===== src/rtl/spi_disp_pkg.sv =====
// spi_disp_pkg: command codes, pixel format and receiver state type for the display SPI responder
package spi_disp_pkg;
  localparam logic [7:0] CMD_NOP = 8'h00;
  localparam logic [7:0] CMD_MADCTL = 8'h36;
  localparam logic [7:0] CMD_COLMOD = 8'h3A;
  localparam logic [7:0] CMD_RAMWR = 8'h2C;
  localparam logic [7:0] COLMOD_RGB565 = 8'h55;
  localparam int FRAME_PIXELS = 76800;
  typedef enum logic [1:0] {CMD_WAIT, MADCTL_ARG, COLMOD_ARG, RAMWR_STREAM} RX_STATE_T;
endpackage


===== src/rtl/spi_display_receiver_deser.sv =====
// spi_rx_deserializer: synchronizes the SPI pins, detects SCK rises and assembles MSB-first bytes
module spi_rx_deserializer (
  input  logic       clk,
  input  logic       rst,
  input  logic       spi_cs,
  input  logic       spi_reset,
  input  logic       spi_dc,
  input  logic       spi_sdi,
  input  logic       spi_sck,
  output logic [7:0] BYTE,
  output logic       BYTE_DC,
  output logic       BYTE_VALID,
  output logic       cs_high,
  output logic       soft_rst
);
  logic [4:0] s1_q, s2_q;
  logic       sck_prev_q, rise, clr;
  logic [2:0] cnt_q, cnt_d;
  logic [7:0] sr_q, sr_d, byte_q, byte_d;
  logic       dc_q, dc_d, full_q, full_d, valid_q, bdc_q, bdc_d;
  assign cs_high = s2_q[4];
  assign soft_rst = ~s2_q[3];
  assign clr = rst | soft_rst;
  assign rise = s2_q[0] & ~sck_prev_q & ~cs_high;
  assign BYTE = byte_q;
  assign BYTE_DC = bdc_q;
  assign BYTE_VALID = valid_q;
  always_comb begin
    sr_d = rise ? {sr_q[6:0], s2_q[1]} : sr_q;
    dc_d = rise ? s2_q[2] : dc_q;
    cnt_d = cs_high ? 3'd0 : cnt_q + {2'd0, rise};
    full_d = rise && cnt_q == 3'd7;
    byte_d = full_q ? sr_q : byte_q;
    bdc_d = full_q ? dc_q : bdc_q;
  end
  // synchronizer chains idle with CS and display reset deasserted
  always_ff @(posedge clk) begin
    if (rst) begin
      s1_q <= 5'b11000;
      s2_q <= 5'b11000;
      sck_prev_q <= 1'b0;
    end else begin
      s1_q <= {spi_cs, spi_reset, spi_dc, spi_sdi, spi_sck};
      s2_q <= s1_q;
      sck_prev_q <= s2_q[0];
    end
  end
  always_ff @(posedge clk) begin
    if (clr) begin
      cnt_q <= 3'd0;
      sr_q <= 8'd0;
      dc_q <= 1'b0;
      full_q <= 1'b0;
      valid_q <= 1'b0;
      byte_q <= 8'd0;
      bdc_q <= 1'b0;
    end else begin
      cnt_q <= cnt_d;
      sr_q <= sr_d;
      dc_q <= dc_d;
      full_q <= full_d;
      valid_q <= full_q;
      byte_q <= byte_d;
      bdc_q <= bdc_d;
    end
  end
endmodule


===== src/rtl/spi_display_receiver.sv =====
// spi_display_receiver: decodes display SPI commands and downsamples the RAMWR pixel stream into framebuffer writes
module spi_display_receiver
  import spi_disp_pkg::*;
#(
  parameter int H_RES = 320,
  parameter int V_RES = 240,
  parameter int FB_W = 160
) (
  input  logic        CLK_50MHz,
  input  logic        RESET,
  input  logic        SPI_CS,
  input  logic        SPI_RESET,
  input  logic        SPI_DC,
  input  logic        SPI_SDI,
  input  logic        SPI_SCK,
  output logic [14:0] WA,
  output logic [15:0] WD,
  output logic        WE,
  output logic [7:0]  MADCTL,
  output logic [7:0]  COLMOD,
  output logic        FRAME_DONE,
  output logic        FMT_ERR
);
  logic [7:0]  rx_byte;
  logic        rx_dc, rx_valid, cs_high, soft_rst, rst_all;
  RX_STATE_T   state_q, state_d;
  logic        hi_pend_q, hi_pend_d, we_q, we_d, fd_q, fd_d, fmt_err_q, fmt_err_d;
  logic [7:0]  hi_q, hi_d, madctl_q, madctl_d, colmod_q, colmod_d;
  logic [8:0]  col_q, col_d;
  logic [7:0]  row_q, row_d;
  logic [14:0] base_q, base_d, wa_q, wa_d;
  logic [15:0] wd_q, wd_d;
  logic        fmt_ok, wr, last_col, last_row;
  spi_rx_deserializer u_deser (
    .clk(CLK_50MHz), .rst(RESET), .spi_cs(SPI_CS), .spi_reset(SPI_RESET), .spi_dc(SPI_DC),
    .spi_sdi(SPI_SDI), .spi_sck(SPI_SCK), .BYTE(rx_byte), .BYTE_DC(rx_dc), .BYTE_VALID(rx_valid),
    .cs_high(cs_high), .soft_rst(soft_rst)
  );
  assign rst_all = RESET | soft_rst;
  assign fmt_ok = colmod_q == COLMOD_RGB565;
  assign wr = fmt_ok & ~col_q[0] & ~row_q[0];
  assign last_col = col_q == 9'(H_RES - 1);
  assign last_row = row_q == 8'(V_RES - 1);
  assign {WA, WD, WE, MADCTL, COLMOD, FRAME_DONE, FMT_ERR} =
         {wa_q, wd_q, we_q, madctl_q, colmod_q, fd_q, fmt_err_q};
  always_comb begin
    state_d = state_q;
    hi_pend_d = hi_pend_q & ~cs_high;
    hi_d = hi_q;
    col_d = col_q;
    row_d = row_q;
    base_d = base_q;
    wa_d = wa_q;
    wd_d = wd_q;
    we_d = 1'b0;
    madctl_d = madctl_q;
    colmod_d = colmod_q;
    fd_d = 1'b0;
    fmt_err_d = fmt_err_q;
    if (rx_valid && !rx_dc) begin
      hi_pend_d = 1'b0;
      state_d = rx_byte == CMD_MADCTL ? MADCTL_ARG :
                rx_byte == CMD_COLMOD ? COLMOD_ARG :
                rx_byte == CMD_RAMWR  ? RAMWR_STREAM : CMD_WAIT;
      if (rx_byte == CMD_RAMWR) begin
        col_d = 9'd0;
        row_d = 8'd0;
        base_d = 15'd0;
      end
    end else if (rx_valid) begin
      if (state_q == MADCTL_ARG) begin
        madctl_d = rx_byte;
        state_d = CMD_WAIT;
      end
      if (state_q == COLMOD_ARG) begin
        colmod_d = rx_byte;
        state_d = CMD_WAIT;
      end
      if (state_q == RAMWR_STREAM && !hi_pend_q) begin
        hi_d = rx_byte;
        hi_pend_d = 1'b1;
      end
      if (state_q == RAMWR_STREAM && hi_pend_q) begin
        hi_pend_d = 1'b0;
        fmt_err_d = fmt_err_q | ~fmt_ok;
        we_d = wr;
        wd_d = wr ? {hi_q, rx_byte} : wd_q;
        wa_d = wr ? base_q + {7'd0, col_q[8:1]} : wa_q;
        col_d = last_col ? 9'd0 : col_q + 9'd1;
        row_d = !last_col ? row_q : last_row ? 8'd0 : row_q + 8'd1;
        // line base steps once per pair of source rows
        base_d = !last_col ? base_q : last_row ? 15'd0 : row_q[0] ? base_q + 15'(FB_W) : base_q;
        fd_d = last_col & last_row;
      end
    end
  end
  always_ff @(posedge CLK_50MHz) begin
    if (rst_all) begin
      state_q <= CMD_WAIT;
      hi_pend_q <= 1'b0;
      hi_q <= 8'd0;
      col_q <= 9'd0;
      row_q <= 8'd0;
      base_q <= 15'd0;
      wa_q <= 15'd0;
      wd_q <= 16'd0;
      we_q <= 1'b0;
      madctl_q <= 8'h00;
      colmod_q <= 8'h66;
      fd_q <= 1'b0;
      fmt_err_q <= 1'b0;
    end else begin
      state_q <= state_d;
      hi_pend_q <= hi_pend_d;
      hi_q <= hi_d;
      col_q <= col_d;
      row_q <= row_d;
      base_q <= base_d;
      wa_q <= wa_d;
      wd_q <= wd_d;
      we_q <= we_d;
      madctl_q <= madctl_d;
      colmod_q <= colmod_d;
      fd_q <= fd_d;
      fmt_err_q <= fmt_err_d;
    end
  end
endmodule


===== config.mk =====
export PLATFORM = sky130hd
export DESIGN_NAME = spi_display_receiver
export DESIGN_NICKNAME = d
export VERILOG_FILES = /design/src/rtl/spi_disp_pkg.sv /design/src/rtl/spi_display_receiver_deser.sv /design/src/rtl/spi_display_receiver.sv
export SDC_FILE = /design/constraint.sdc
export NUM_CORES = 1
export LEC_CHECK = 0
export BUFFER_PORTS_ARGS = -buffer_cell sky130_fd_sc_hd__buf_4
export CORE_MARGIN = 5
export CORE_UTILIZATION = 59
export DETAILED_ROUTE_END_ITERATION = 8
export GPL_TIMING_DRIVEN = 0
export PLACE_DENSITY = 0.8
export SLEW_MARGIN = 0
export SYNTH_ARGS = -nofsm -noshare
export SYNTH_HDL_FRONTEND = slang
export SYNTH_HIERARCHICAL = 1
export SYNTH_SLANG_ARGS = --single-unit

===== constraint.sdc =====
create_clock -name CLK_50MHz -period 2.2 [get_ports CLK_50MHz]
set_clock_uncertainty 0.05 [all_clocks]
set_input_delay 0.66 -clock CLK_50MHz [delete_from_list [all_inputs] [get_ports CLK_50MHz]]
set_output_delay 0.66 -clock CLK_50MHz [all_outputs]
set_load 0.1 [all_outputs]

* Word level (Yosys, flattened, before mapping)
Index checks and enable logic that the tools add are counted.
Word-level totals: register bits after elaboration 127, RAM bits 0, logic and storage cells 107, memory bits (read-only) 0, memories 0, bits in latches 0, input bits 7
Cells by class: equal/unequal tests 11, bitwise gates (word level) 17, magnitude comparators 0, div/mod/pow operators 0, reduce and logical (&&, ||, !) cells 23, mux-type cells 28, shifts and indexed selects 0, $mul 0, add/subtract/negate cells 5
Operator list (count):
- 2-to-1 mux 15 bit | 7
- 2-to-1 mux 8 bit | 6
- 2-to-1 mux 9 bit | 5
- equality test 8 x 6 -> 1 bit, second input constant | 3
- adder 15 x 8 -> 15 bit | 1
- adder 15 x 8 -> 15 bit, second input constant | 1
- AND reduction 3 bit | 5
- 2-to-1 mux 2 bit | 7
- adder 9 x 1 -> 9 bit, second input constant | 1
- equality test 9 bit, second input constant | 1
- NOT 1 bit | 9
- adder 8 x 1 -> 8 bit, second input constant | 1
- equality test 8 x 7 -> 1 bit, second input constant | 1
- equality test 8 bit, second input constant | 1
- AND reduction 4 bit | 2
- bitwise AND 1 bit | 6
- nonzero test 2 bit | 3
- nonzero test 3 bit | 2
- AND reduction 5 bit | 1
- equality test 2 bit, second input constant | 2
- logical AND 1 bit | 4
- OR reduction 2 bit | 2
- OR reduction 4 bit | 1
- adder 3 x 1 -> 3 bit | 1
- other kinds (7) | 11

* Depth between registers and ports, before layout
depth after elaboration 7, mapped depth 8, depth with buffers taken out 6

* Modules after synthesis
Netlist, hierarchy kept.
By module, submodules not included:
- spi_display_receiver | area each 4269.1 um^2, times used 1, cells each 505
- spi_rx_deserializer | area each 1196.1 um^2, times used 1, cells each 104

* Worst setup path before layout
Ideal clock, no wire load.
kind register -> register, start register colmod_q[6] (netlist: COLMOD[6]), end register wd_q[10] (netlist: WD[10]), arrival time 2154 ps, setup time 132 ps, stages on the path, launching flop included 7, clock period less this slack 2336 ps, buffers on the path 2, path slack -136 ps, data required time 2018 ps, cell sequence dfxtp_1 nand4bb_1 or4_1 buf_2 buf_2 o21ai_1 a21oi_1
Between the ends: longest elaborated chain between the ends 4
Ends and longest elaborated chain:
- start: declaration | RTL line spi_display_receiver.sv:28 | logic [7:0] hi_q, hi_d, madctl_q, madctl_d, colmod_q, colmod_d;
- start signal: assignment | RTL line spi_display_receiver.sv:123 | colmod_q <= colmod_d;
- equality test 8 x 7 -> 1 bit | RTL line spi_display_receiver.sv:40 | assign fmt_ok = colmod_q == COLMOD_RGB565;
- bitwise AND 1 bit (2 in series) | RTL line spi_display_receiver.sv:41 | assign wr = fmt_ok & ~col_q[0] & ~row_q[0];
- AND reduction 4 bit (no line)
- end signal: assignment | RTL line spi_display_receiver.sv:120 | wd_q <= wd_d;
- end: declaration | RTL line spi_display_receiver.sv:32 | logic [15:0] wd_q, wd_d;
Every way passes these cells. A chain may end at the register's enable or synchronous reset.

* Final worst setup path
start register col_q[0], end register base_q[13]
Between the ends: longest elaborated chain between the ends 3
Ends and longest elaborated chain:
- start: declaration | RTL line spi_display_receiver.sv:29 | logic [8:0] col_q, col_d;
- start signal: assignment | RTL line spi_display_receiver.sv:116 | col_q <= col_d;
- equality test 9 bit | RTL line spi_display_receiver.sv:42 | assign last_col = col_q == 9'(H_RES - 1);
- nonzero test 2 bit (no line)
- AND reduction 5 bit (no line)
- end signal: assignment | RTL line spi_display_receiver.sv:118 | base_q <= base_d;
- end: declaration | RTL line spi_display_receiver.sv:31 | logic [14:0] base_q, base_d, wa_q, wa_d;
Every way passes these cells.

==> impl_summary.md <==
Status
The run finished with clean final reports.

Final layout
The summed area of non-filler cells in the final layout is 6600 µm². The layout has 678 filler cells. The number of non-filler instances in the completed layout is 807.

The number of antenna diodes in the final layout is 0. The post-route netlist has 21.8% of its cells at a drive strength greater than 1. For this run, the post-layout net count is 698. The synthesis-to-layout area growth is 20.7%.

Yosys
Yosys printed 6 warnings. The register bit count reported by yosys is 122. Counting flops with a built-in enable in the synthesized netlist gives 0. The cell count after synthesis came out at 609. The number of distinct library cells after synthesis is 67.

Sequential elements use 44.7% of the synthesized area. The post-synthesis average cell area is 8.97 µm². The number of nets handed over by synthesis was 624. After synthesis, the share of flip-flops with an asynchronous set or reset is 0%. After synthesis the cells add up to 5470 µm². For this run, the leading register cell type out of synthesis is sky130_fd_sc_hd__dfxtp_1.

Worst setup path
Walking the worst path, the cells encountered are ha_1 -> and4b_1 -> and4_1 -> buf_2 -> o22ai_1 -> a32o_1. STA classifies the critical path startpoint as a flop. Among all stages on the critical path, the largest delay is contributed by sky130_fd_sc_hd__dfxtp_1. The classification of the worst setup path is reg -> reg. The worst setup path is captured at a flop. The worst register-to-register path has a setup slack of 0.14 ns. The startpoint identified for the worst register-to-register timing path is col_q[0].

The critical path ends at base_q[13]. The biggest fanout along the worst timing path is 10. The worst path required time is 2.56 ns. The reg-to-reg endpoint is base_q[13].

The path depth of the worst reg2reg path is 6. The most critical setup path has its startpoint at col_q[0]. The largest single stage delay on the critical path is 0.46 ns. The critical path arrival is 2.42 ns.

Global routing
The via count of the first global-routing pass came to 4840. Global routing used 26.3% of the available tracks. After global routing the overflow that remains totals 0. Entering global routing, the biggest net connects 17 pins. The number of antenna violations at the first check in global routing came to 0. The first global-routing pass estimated 23.9 mm of wire.

Place
The cell count after placement is 776. The global placement routability congestion is 0.899. The detailed placement HPWL is 9.69 mm.

The count of buffers inserted at the top-level ports is 56. The standard cell area after detailed placement is 6030 µm².

STA
The peak clock frequency supported by timing is 486 MHz. For the pin with the worst max-slew slack, the measured transition is 0.578 ns. The number of slew-limit violations in the final report is 0. The number of setup violations in the final report is 0. The hold violation total from the final report was 0.

The final cycle utilization of the critical path is 93.5%. The worst slew margin relative to its limit is 61.4%. The shortest period the worst path allows is 2.06 ns. Setup repair after global routing left no endpoint under its margin.

Power and ir drop
IR analysis of the VDD net gives a maximum drop of 0.684 mV. Registers are responsible for 45.8% of the overall power. The switching power is 1.16 mW.

Per report_power, the combinational group accounts for 2.0% of the total. The internal power of the cells totals 3.69 mW. Per report_power, the clock group accounts for 52.1% of the total. For this design the static power due to leakage is 2.39 nW. The power density relative to cell area is 735 nW/µm². The switching power share of the total is 24.0%.

Clock network
The clock drives 122 sinks. The clock transition at the register clock pins on the worst setup and hold paths after CTS is 0.06 ns. At the later pin of the worst-skew pair, clock insertion delay measures 0.52 ns. TritonCTS built the clock tree. The cell at the root of the clock tree is sky130_fd_sc_hd__clkbuf_8. The buffer levels on the longest clock path is 2. The total CTS buffers is 17.

The H-tree level count is 4.

Hold path
The tightest min-delay check is of the in -> reg type.

Floorplan
The horizontal die dimension is 106 µm. The count of pins on the block boundary is 57. The initialized floorplan defines 35 standard-cell rows. The core area is 9150 µm². The initial utilization of the core area, before any placement, comes to 59.7%. The die covers 11300 µm².

Measured along the y axis, the die boundary spans 106 µm.

Drt
The final layout contains routed wiring with a total length of 14.3 mm. After detailed routing, the average wire length per cell comes to 17.7 µm. The post-detailed-route DRC marker count is 0.

The via density per instance is 6.15. Detailed routing inserted a total of 4962 vias. Once detail routing completed, the nets flagged for antenna violations numbered 0. The number of iterations in the first detailed-routing pass is 5.

The number of DRC markers after the initial detailed-route iteration is 420.

Flow run
The total of max-cap violations is 0.
## worst min path at each step
stage / cells after the start / end / startpoint / slack [ns]
3_5_place_dp: 1 / u_deser/s2_q[4] / u_deser/s1_q[4] / 0.35
3_3_place_gp: 1 / u_deser/s2_q[3] / u_deser/s1_q[3] / 0.34
5_1_grt: 2 / u_deser/s1_q[4] / SPI_CS / 0.27
6_report: 2 / u_deser/s1_q[4] / SPI_CS / 0.27
4_1_cts: 2 / u_deser/s1_q[4] / SPI_CS / 0.27
2_1_floorplan: 1 / u_deser/s2_q[3] / u_deser/s1_q[3] / 0.34
## cell usage after synthesis (9+ instances only)
cell                         n  area share, %
sky130_fd_sc_hd__nor2_1     31            2.1
sky130_fd_sc_hd__nor3_1     19            1.7
sky130_fd_sc_hd__nand4_1    12            1.4
sky130_fd_sc_hd__nand3b_1   13            1.8
sky130_fd_sc_hd__nand2_1    59            4.1
sky130_fd_sc_hd__a21oi_1    57            5.2
sky130_fd_sc_hd__o21ai_1    20            1.8
sky130_fd_sc_hd__dfxtp_1   122             45
sky130_fd_sc_hd__nand3_1    43            3.9
sky130_fd_sc_hd__mux2i_1    27            4.9
sky130_fd_sc_hd__a211oi_1    9            1.2
sky130_fd_sc_hd__o21ai_0    10           0.92
sky130_fd_sc_hd__buf_2      16            1.5
sky130_fd_sc_hd__clkbuf_1   20            1.4
## placed cells by master, fill, tap and decap left out, drive strengths merged, types with 5 or more instances in the layout
cell type  netlist  layout
mux2i           27      27
inv              5      11
ha               8       8
nor2b            8       8
and3             5       5
nand3b          13      13
nand2b           6       6
dfxtp          122     122
clkbuf          22      40
o22ai            8       8
nand4           13      13
clkinv           0       5
nand2           60      60
nor2            32      32
a21oi           58      58
buf             26      81
nor4             6       6
xnor2            8       8
nor3b            7       7
a32o             7       7
o21ai           30      30
nor3            20      20
a211oi          10      10
nand3           44      44
or2              6       6
## repair_timing
item / in CTS / in global routing
gates cloned: 0 / 0
resized for setup: 6 / 9
hold endpoints to repair: 0 / 0
pin swaps: 0 / 0
hold buffers: 0 / 0
setup endpoints to repair: 68 / 35
buffers inserted: 0 / 0
## flip-flops by register name, summed over array words and instances (netlist names), 9 cells and up
signal and count:
base_q 10, WD 16, WA 15, col_q 9
## cell families after synthesis
logic type	synth area share, %
compound gates	17.2
fa+ha+maj	1.83
simple gates	25.1
flops	44.7
mux	4.95
buf+inv	4.76
xor+xnor	1.44
## per-layer routing
layer	vias up	routed length (µm)	global-route usage, %
li1	2376	-	-
met1	2327	5880	32.9
met2	221	6970	43.8
met3	38	1080	5.65
met4	0	321	10.7
met5	-	0	0
## area by class of cell
| class | instances | area [µm²] | area share, % |
|---|---|---|---|
| plain buffers | 47 | 244 | 3.70 |
| inverters | 5 | 23.8 | 0.360 |
| repair buffers | 56 | 420 | 6.37 |
| multi-input cells | 434 | 2780 | 42.1 |
| flip-flops and latches | 122 | 2450 | 37.1 |
| well taps | 111 | 139 | 2.11 |
| clock inverters | 14 | 114 | 1.73 |
| clock buffers | 18 | 428 | 6.49 |
## critical path: cells and delay by family (launching register included)
family | cells | cell delay (ns)
AND/OR/NAND/NOR | 2 | 0.49
AO/OA/AOI/OAI | 2 | 0.40
buffers and inverters | 1 | 0.25
flip-flops | 1 | 0.46
adder cells (fa/ha/maj) | 1 | 0.29
## per-stage QoR
stage               setup WS, ns  util, %  TNS (ns)  power, mW  hold WS (ns)
detailed placement        -0.375     65.9    -14.50       2.36         0.348
global placement          -0.315     65.9    -11.99       2.36         0.343
global route              0.0486     72.1         0       4.99         0.265
CTS                       0.0370     71.8         0       4.86         0.265
floorplan                 0.0408        -         0       2.33         0.339
finish                     0.144     72.1         0       4.85         0.273
## power by group through the flow
| stage | Sequential (mW) | Clock, mW | Combinational, mW |
|---|---|---|---|
| final | 2.22 | 2.53 | 0.0985 |
| after global routing | 2.22 | 2.66 | 0.107 |
| after CTS | 2.22 | 2.54 | 0.0953 |
| after detailed placement | 2.27 | 0 | 0.0931 |
| after global placement | 2.27 | 0 | 0.0911 |
| after floorplan | 2.27 | 0 | 0.0580 |
Note: power is estimated with default switching activity, not from simulation.
